$ cat src/rtl/fir_out_buffer.sv
// Output elastic buffer behind the FIR: a first-word fall-through FIFO plus a frame-length checker.
// Latency: a pushed sample is visible on m_tvalid/m_tdata one cycle after the push edge.
// Backpressure: s_tready = (fill < pDEPTH); the checker only observes pushes and never stalls data.
module fir_out_buffer #(
    parameter int pDATA_WIDTH = 32,
    parameter int pDEPTH      = 8
) (
    input  logic                       axis_clk,
    input  logic                       axis_rst_n,
    // upstream stream (from FIR sm_* side)
    input  logic                       s_tvalid,
    input  logic [pDATA_WIDTH-1:0]     s_tdata,
    input  logic                       s_tlast,
    output logic                       s_tready,
    // downstream stream
    output logic                       m_tvalid,
    output logic [pDATA_WIDTH-1:0]     m_tdata,
    output logic                       m_tlast,
    input  logic                       m_tready,
    // frame checker control/status
    input  logic                       cfg_start,
    input  logic [31:0]                cfg_len,
    output logic                       frame_done,
    output logic                       len_err,
    // occupancy
    output logic [$clog2(pDEPTH):0]    fill
);

    localparam int AW = $clog2(pDEPTH);

    // Occupancy and pointer constants sized to their targets to keep arithmetic width-exact.
    localparam logic [AW:0]   DEPTH_V  = (AW+1)'(pDEPTH);
    localparam logic [AW:0]   FILL_ONE = (AW+1)'(1);
    localparam logic [AW-1:0] PTR_ONE  = AW'(1);

    typedef enum logic [1:0] {
        IDLE = 2'd0,
        RUN  = 2'd1,
        DONE = 2'd2
    } state_t;

    // Each entry carries {tlast, tdata}.
    logic [pDATA_WIDTH:0] mem [pDEPTH];
    logic [AW-1:0]        wr_ptr;
    logic [AW-1:0]        rd_ptr;
    logic [pDATA_WIDTH:0] head;

    logic push;
    logic pop;

    state_t      state;
    logic [31:0] beat_cnt;
    logic [31:0] len_q;
    logic [31:0] beat_next;
    logic        len_match;
    logic        frame_end;

    // Handshakes: ready depends only on occupancy so the FIR output never sees a loop through s_tvalid.
    assign s_tready = (fill < DEPTH_V);
    assign m_tvalid = (fill != '0);
    assign push     = s_tvalid & s_tready;
    assign pop      = m_tvalid & m_tready;

    // Head entry is gated by m_tvalid so stale or uninitialised storage never shows on an empty buffer.
    assign head    = mem[rd_ptr];
    assign m_tdata = m_tvalid ? head[pDATA_WIDTH-1:0] : '0;
    assign m_tlast = m_tvalid ? head[pDATA_WIDTH]     : 1'b0;

    // Storage write; contents need no reset because the output is masked while empty.
    always_ff @(posedge axis_clk) begin
        if (push) begin
            mem[wr_ptr] <= {s_tlast, s_tdata};
        end
    end

    // Pointers wrap naturally at pDEPTH because the depth is a power of two.
    always_ff @(posedge axis_clk or negedge axis_rst_n) begin
        if (!axis_rst_n) begin
            wr_ptr <= '0;
            rd_ptr <= '0;
        end else begin
            if (push) wr_ptr <= wr_ptr + PTR_ONE;
            if (pop)  rd_ptr <= rd_ptr + PTR_ONE;
        end
    end

    // Occupancy: simultaneous push and pop leave fill unchanged.
    always_ff @(posedge axis_clk or negedge axis_rst_n) begin
        if (!axis_rst_n) begin
            fill <= '0;
        end else begin
            case ({push, pop})
                2'b10:   fill <= fill + FILL_ONE;
                2'b01:   fill <= fill - FILL_ONE;
                default: fill <= fill;
            endcase
        end
    end

    // Beat count after the current push, and whether that push closes the frame.
    // A zero length can never be matched, so the first counted push ends the frame as an error.
    assign beat_next = beat_cnt + 32'd1;
    assign len_match = (beat_next == len_q);
    assign frame_end = s_tlast | len_match | (len_q == 32'd0);

    // Frame checker: counts pushes in RUN and flags tlast/length disagreement on frame end.
    always_ff @(posedge axis_clk or negedge axis_rst_n) begin
        if (!axis_rst_n) begin
            state      <= IDLE;
            beat_cnt   <= '0;
            len_q      <= '0;
            frame_done <= 1'b0;
            len_err    <= 1'b0;
        end else begin
            case (state)
                IDLE, DONE: begin
                    if (cfg_start) begin
                        state      <= RUN;
                        len_q      <= cfg_len;
                        beat_cnt   <= '0;
                        len_err    <= 1'b0;
                        frame_done <= 1'b0;
                    end
                end
                RUN: begin
                    if (push) begin
                        beat_cnt <= beat_next;
                        if (frame_end) begin
                            state      <= DONE;
                            frame_done <= 1'b1;
                            len_err    <= ~(s_tlast & len_match);
                        end
                    end
                end
                default: begin
                    state      <= IDLE;
                    frame_done <= 1'b0;
                    len_err    <= 1'b0;
                end
            endcase
        end
    end

endmodule

$ cat config.mk
export PLATFORM = sky130hd
export DESIGN_NAME = fir_out_buffer
export DESIGN_NICKNAME = d
export VERILOG_FILES = /design/src/rtl/fir_out_buffer.sv
export SDC_FILE = /design/constraint.sdc
export NUM_CORES = 1
export LEC_CHECK = 0
export BUFFER_PORTS_ARGS = -buffer_cell sky130_fd_sc_hd__buf_4
export CAP_MARGIN = 0
export CORE_ASPECT_RATIO = 1.5
export CORE_UTILIZATION = 60
export CTS_CLUSTER_SIZE = 10
export DETAILED_ROUTE_END_ITERATION = 10
export PLACE_DENSITY = 0.88
export SLEW_MARGIN = 20
export SYNTH_ARGS = -nofsm -noshare
export SYNTH_HDL_FRONTEND = slang
export SYNTH_SLANG_ARGS = --single-unit
$ cat constraint.sdc
create_clock -name axis_clk -period 3.85 [get_ports axis_clk]
set_input_delay 0.385 -clock axis_clk [delete_from_list [all_inputs] [get_ports axis_clk]]
set_output_delay 0.385 -clock axis_clk [all_outputs]
set_load 0.02 [all_outputs]
==> impl_metrics.csv, run 1 <==
group,metric,value,unit
layout,multiInputGateArea,4666,um^2
clock_tree,clk_pin_slew,60,ps
synth,ys.flop_type,"edfxtp_1",
setup_path,worstPathArrival,3860,ps
clock_tree,cts_made_buffers,40,
timing,drv_slew,0,
synth,synth_top_area_share,0.5386,
global_routing,overflow,0,
placement,place.gp.congestion,0.9395,
die,start_util,0.6155,
routing,drtIter0Drc,842,
routing,drtAntennaViolNets,0,
synth,syn-cell-area,14720,um^2
routing,finalWirelength,35730,um
worst_hold_path,whs_path_depth,3,
clock_tree,cts_root_buffer,"clkbuf_16",
timing,rsz0062_at_grt,"no",
synth,synth_most_common_cell,"edfxtp_1",
timing,hold_violations,0,
timing,worst_pin_slew,965.4,ps
layout,antenna_cells,0,
setup_path,worst_setup_path_start_kind,"flop",
synth,synthesis.instances,999,
clock_tree,hold_buffers,0,
timing,setup_violations,0,
setup_path,cp-end-kind,"flop",
timing,setup_slack,444.5,ps
synth,ys_top_cells_by_area,"edfxtp_1 54%, dfrtp_1 13%, mux4_2 10%",
layout,final_nets,1193,
synth,synth_nets,1076,
placement,io_buffers,110,
clock_tree,cts_tree,"built",
clock_tree,cts.repair.resized,0,
die,die_w,129.9,um
timing,fin_skew,10.13,ps
flow_run,maxCapViolCount,0,
global_routing,grt_start_max_net_pins,78,
clock_tree,insertion_delay,520,ps
layout,regArea,9861,um^2
routing,vias_per_cell,6.372,
routing,remaining_drc_errors,0,
power,p_total,0.01258,W
synth,yosysTopAreaCell,"edfxtp_1",
routing,via_count,9227,
placement,place_hpwl,20640,um
routing,firstDrtPassIters,6,
global_routing,grt_pass1_vias,9643,
layout,area_delta_synth_final,15.99,%
timing,fin_crit_sh,0.8845,
die,core,23910,um^2
setup_path,critical_path_class,"reg -> reg",
clock_tree,ctsLongestPathBuffers,3,
layout,drive_above_1_share,0.2365,
global_routing,grt_antenna_before_repair,0,
worst_hold_path,hold_path_class,"in -> reg",
setup_path,crit_chain,"ha_1 -> nand3_2 -> nor4_4 -> nor4b_2 -> o22ai_1 -> or4_1 -> or4_4 -> o41a_1 -> nand2_1",
global_routing,grtUsageTotal,0.2978,
synth,avgSynthCellArea,14.73,um^2
clock_tree,post_cts_buffers,0,
setup_path,path_max_fanout,10,
placement,placed_cells,1392,
synth,synthArstFlopShare,0.2258,
power,ir_drop,438.6,uV
clock_tree,clkSinkCount,341,
die,die_area,25180,um^2
run_status,outcome,"completed",
synth,synth-edff-count,264,
layout,fillers,1497,
power,leakage,6.326,nW
timing,tns,0,ps
die,die_y,193.8,um
setup_path,worstPathRequired,4300,ps
die,num_rows,69,
timing,period_minus_slack,3405,ps
timing,fmax,293.6,MHz
synth,synth_commonest_cells,"264 x edfxtp_1, 142 x nand2_1, 77 x dfrtp_1",
layout,utilization,0.7139,
die,ios,111,
synth,seq_area_frac_synth,0.6695,
synth,yosysWarnings,0,
layout,final_cells,1448,
timing,slew_headroom,0.3564,
routing,wl_per_cell,24.68,um
synth,yosysUniqueCellTypes,57,
synth,ys_ff_latch,341,
placement,pre_cts_slack,455.5,ps
setup_path,crit_path_max_incr_delay,530,ps
clock_tree,cts_htree_levels,2,
power,p_per_area,736.6,nW/um^2
setup_path,reg2regPathDepth,9,
global_routing,grt_pass1_wl,55340,um
setup_path,crit_slowest_cell,"or4_1",
## worst max-delay path, delay by kind of cell (launching register included)
kind	cells	cell delay, ps
AOI/OAI and AO/OA	2	510
and+or+nand+nor	6	2000
DFF	1	500
adders and majority gates	1	320
## final timing paths
path | from | endpoint | slack [ps]
setup / recovery | beat_cnt[0] | len_err | 440
min in group asynchronous | axis_rst_n | len_q[23] | 490
setup reg to reg | beat_cnt[0] | len_err | 440
hold reg to reg | len_q[20] | len_q[20] | 530
max in group asynchronous | axis_rst_n | rd_ptr[0] | 2800
hold / removal | cfg_len[9] | len_q[9] | 60
## layout make-up
cell class	count	share of cell area
clock buffers	52	0.06244
clock inverters	3	0.001759
inverters	11	0.002418
multi-input cells	590	0.2733
flip-flops and latches	341	0.5776
well taps	319	0.02338
repair buffers	132	0.05914
## flip-flops by register name, indices dropped and copies added (netlist names), 3 cells and up
name	count
beat_cnt	32
fill	4
wr_ptr	3
mem	264
rd_ptr	3
len_q	32
## placed cells by master, fill, tap and decap left out, types with 5 or more instances in the layout
cell type	instances
dfrtp_1	74
nor4_1	16
buf_4	129
xor2_1	22
o21ai_0	48
o31ai_1	10
inv_1	11
nand3_1	24
nor2_1	56
nor2_4	6
clkbuf_1	10
nand2b_1	7
nand2_1	142
and3_1	8
mux4_2	66
a21oi_1	20
xnor2_1	28
nand4_1	19
edfxtp_1	264
clkbuf_16	40
ha_1	6
and2_1	5
mux2i_1	37
nor3_1	9
## through the flow
step / hold slack [ps] / cell area, um^2
6_report: 64.72 / 17070
5_1_grt: 64.66 / 17070
4_1_cts: 47.74 / 17060
3_5_place_dp: 522.2 / 15960
3_3_place_gp: 501.3 / 15960
2_1_floorplan: 89.41 / 14720
## report_power, final
part | internal, W | leakage (nW) | switching, W | total [W]
Sequential | 0.00450 | 3.38 | 0.000663 | 0.00516
Clock | 0.00192 | 0.534 | 0.00136 | 0.00328
Combinational | 0.00191 | 2.41 | 0.00223 | 0.00414
Total | 0.00832 | 6.33 | 0.00425 | 0.0126
## metal layers
metal  part of all wire  up-vias  GRT usage  wire [um]
met5                  0        -          0          0
met4              0.044        0     0.1408       1561
met3              0.076      109    0.04443       2729
met2               0.53      529     0.5102      19010
met1               0.35     4581     0.3684      12430
li1                   -     4008          -          -
## kinds of logic (layout without fill, tap and decap cells)
| family | count (synthesis) | after routing | share of synthesized area |
|---|---|---|---|
| flops | 341 | 341 | 0.6695 |
| mux | 104 | 104 | 0.1269 |
| fa+ha+maj | 7 | 7 | 0.006460 |
| compound gates | 101 | 101 | 0.04072 |
| simple gates | 328 | 328 | 0.1085 |
| buf+inv | 68 | 198 | 0.01819 |
| xor+xnor | 50 | 50 | 0.02975 |
Power figures use the tool's default switching activity.
==> run 2: changes to the inputs <==
--- a/config.mk
+++ b/config.mk
@@ -11,7 +11,9 @@
 export CORE_UTILIZATION = 60
 export CTS_CLUSTER_SIZE = 10
 export DETAILED_ROUTE_END_ITERATION = 10
+export MAX_ROUTING_LAYER = met4
 export PLACE_DENSITY = 0.88
+export REMOVE_ABC_BUFFERS = 1
 export SLEW_MARGIN = 20
 export SYNTH_ARGS = -nofsm -noshare
 export SYNTH_HDL_FRONTEND = slang
==> run 2 against run 1 <==
Register-to-register slack lost 110 ps; critical path type unchanged; critical endpoint unchanged; sequential cell count unchanged; clock skew up 13 ps; largest power group unchanged; total power is 0.16% lower.
==> impl_metrics.csv, run 2 (synthesized netlist as in run 1, its figures left out) <==
group,metric,value,unit
power,leakage,6.316,nW
power,power_frac_seq,0.400,
layout,largest-register,"mem",
timing,slew_headroom,0.3522,
layout,final_cell_mix,"264 x edfxtp_1, 142 x nand2_1, 128 x buf_4, 74 x dfrtp_1, 66 x mux4_2",
clock_tree,cts_htree_levels,2,
placement,place_hpwl,20340,um
setup_path,cp-end-kind,"flop",
clock_tree,cts_made_buffers,40,
worst_hold_path,hold_path_class,"in -> async",
clock_tree,insertion_delay,530,ps
layout,final_nets,1191,
placement,placed_cells,1391,
timing,fmax,284.5,MHz
layout,layout_commonest_cell,"edfxtp_1",
clock_tree,cts_tree,"built",
clock_tree,clkSinkCount,341,
placement,place.gp.congestion,1.004,
run_status,outcome,"completed",
die,die_w,129.9,um
die,num_rows,69,
power,p_clk_frac,0.261,
routing,finalWirelength,34920,um
layout,final_cells,1445,
layout,utilization,0.7131,
setup_path,path_max_fanout,10,
clock_tree,ctsLongestPathBuffers,3,
clock_tree,cts.repair.resized,0,
clock_tree,hold_buffers,0,
timing,drv_slew,0,
layout,area_delta_synth_final,15.86,%
timing,setup_slack,334.5,ps
routing,wl_per_cell,24.17,um
timing,worst_pin_slew,971.6,ps
die,ios,111,
timing,hold_violations,0,
layout,fillers,1472,
routing,vias_per_cell,6.268,
die,core,23910,um^2
global_routing,grt_antenna_before_repair,0,
power,netSwitchingPower,0.004252,W
routing,remaining_drc_errors,0,
timing,fin_crit_sh,0.9131,
die,die_y,193.8,um
timing,setup_violations,0,
global_routing,overflow,0,
flow_run,maxCapViolCount,0,
die,die_area,25180,um^2
routing,drtIter0Drc,791,
setup_path,worstPathArrival,3990,ps
setup_path,worst_setup_path_start_kind,"flop",
setup_path,critical_path_class,"reg -> reg",
timing,rsz0062_at_grt,"no",
layout,reg_top3,"mem (264), beat_cnt (32), len_q (32)",
power,p_comb_frac,0.340,
clock_tree,clk_pin_slew,60,ps
routing,firstDrtPassIters,5,
power,p_per_area,736.2,nW/um^2
global_routing,grt_pass1_vias,9436,
layout,largest_reg_flops,264,
layout,drive_above_1_share,0.2353,
die,start_util,0.6155,
clock_tree,post_cts_buffers,0,
clock_tree,cts_root_buffer,"clkbuf_16",
global_routing,grtUsageTotal,0.2969,
placement,pre_cts_slack,326.1,ps
timing,holdWs,15.38,ps
timing,period_minus_slack,3516,ps
global_routing,grt_pass1_wl,53100,um
timing,fin_skew,23.42,ps
power,ir_drop,440.4,uV
routing,via_count,9057,
power,internal_power,0.008304,W
global_routing,grt_start_max_net_pins,78,
setup_path,worstPathRequired,4320,ps
routing,drtAntennaViolNets,0,
power,switching_share,0.3386,
placement,io_buffers,110,
layout,antenna_cells,0,
## run 2: critical path, stage by stage, from the launching register on
cell and delay, ps:
dfrtp_1 490, ha_1 320, nand3_2 210, nor4_4 490, nor4b_2 270, o22ai_1 150
or4_1 540, or4_4 540, o41a_1 380, nand2_1 80
## run 2: power groups by stage
stage / combinational [W] / clock (W) / sequential (W)
after floorplan: 0.00260 / 0 / 0.00515
after global placement: 0.00405 / 0 / 0.00503
after detailed placement: 0.00418 / 0 / 0.00507
after CTS: 0.00430 / 0.00331 / 0.00502
after global routing: 0.00458 / 0.00345 / 0.00507
final: 0.00426 / 0.00327 / 0.00502
## run 2: routing by layer
metal,track usage,share of wire,up-vias
li1,-,-,4008
met1,0.3373,0.36,4545
met2,0.5146,0.54,429
met3,0.04967,0.068,75
met4,0.1219,0.033,0
met5,-,0,-
## run 2: path summary, 6_finish.rpt
kind                       slack, ps  cells after the start        end        start
setup / recovery                 330                      9    len_err  beat_cnt[0]
hold / removal                    20                      1  len_q[24]   axis_rst_n
setup reg to reg                 330                      9    len_err  beat_cnt[0]
hold reg to reg                  510                      2  len_q[13]    len_q[13]
max in group asynchronous       3110                      1  rd_ptr[0]   axis_rst_n
min in group axis_clk             40                      3  len_q[29]  cfg_len[29]
## run 2: area by class of cell
class | count | area, um^2 | share of cell area
flip-flops and latches | 341 | 9861 | 0.5782
multi-input cells | 590 | 4666 | 0.2736
clock buffers | 51 | 1052 | 0.06170
repair buffers | 130 | 1001 | 0.05869
well taps | 319 | 399.1 | 0.02340
inverters | 11 | 41.29 | 0.002421
clock inverters | 3 | 33.78 | 0.001981
## run 2: metrics by stage
| stage | instance area, um^2 | power (W) | setup TNS (ps) |
|---|---|---|---|
| final | 17050 | 0.01256 | 0 |
| after global routing | 17050 | 0.01311 | 0 |
| after CTS | 17050 | 0.01263 | 0 |
| after detailed placement | 15970 | 0.009251 | 0 |
| after global placement | 15970 | 0.009079 | 0 |
| after floorplan | 14490 | 0.007757 | -9984 |
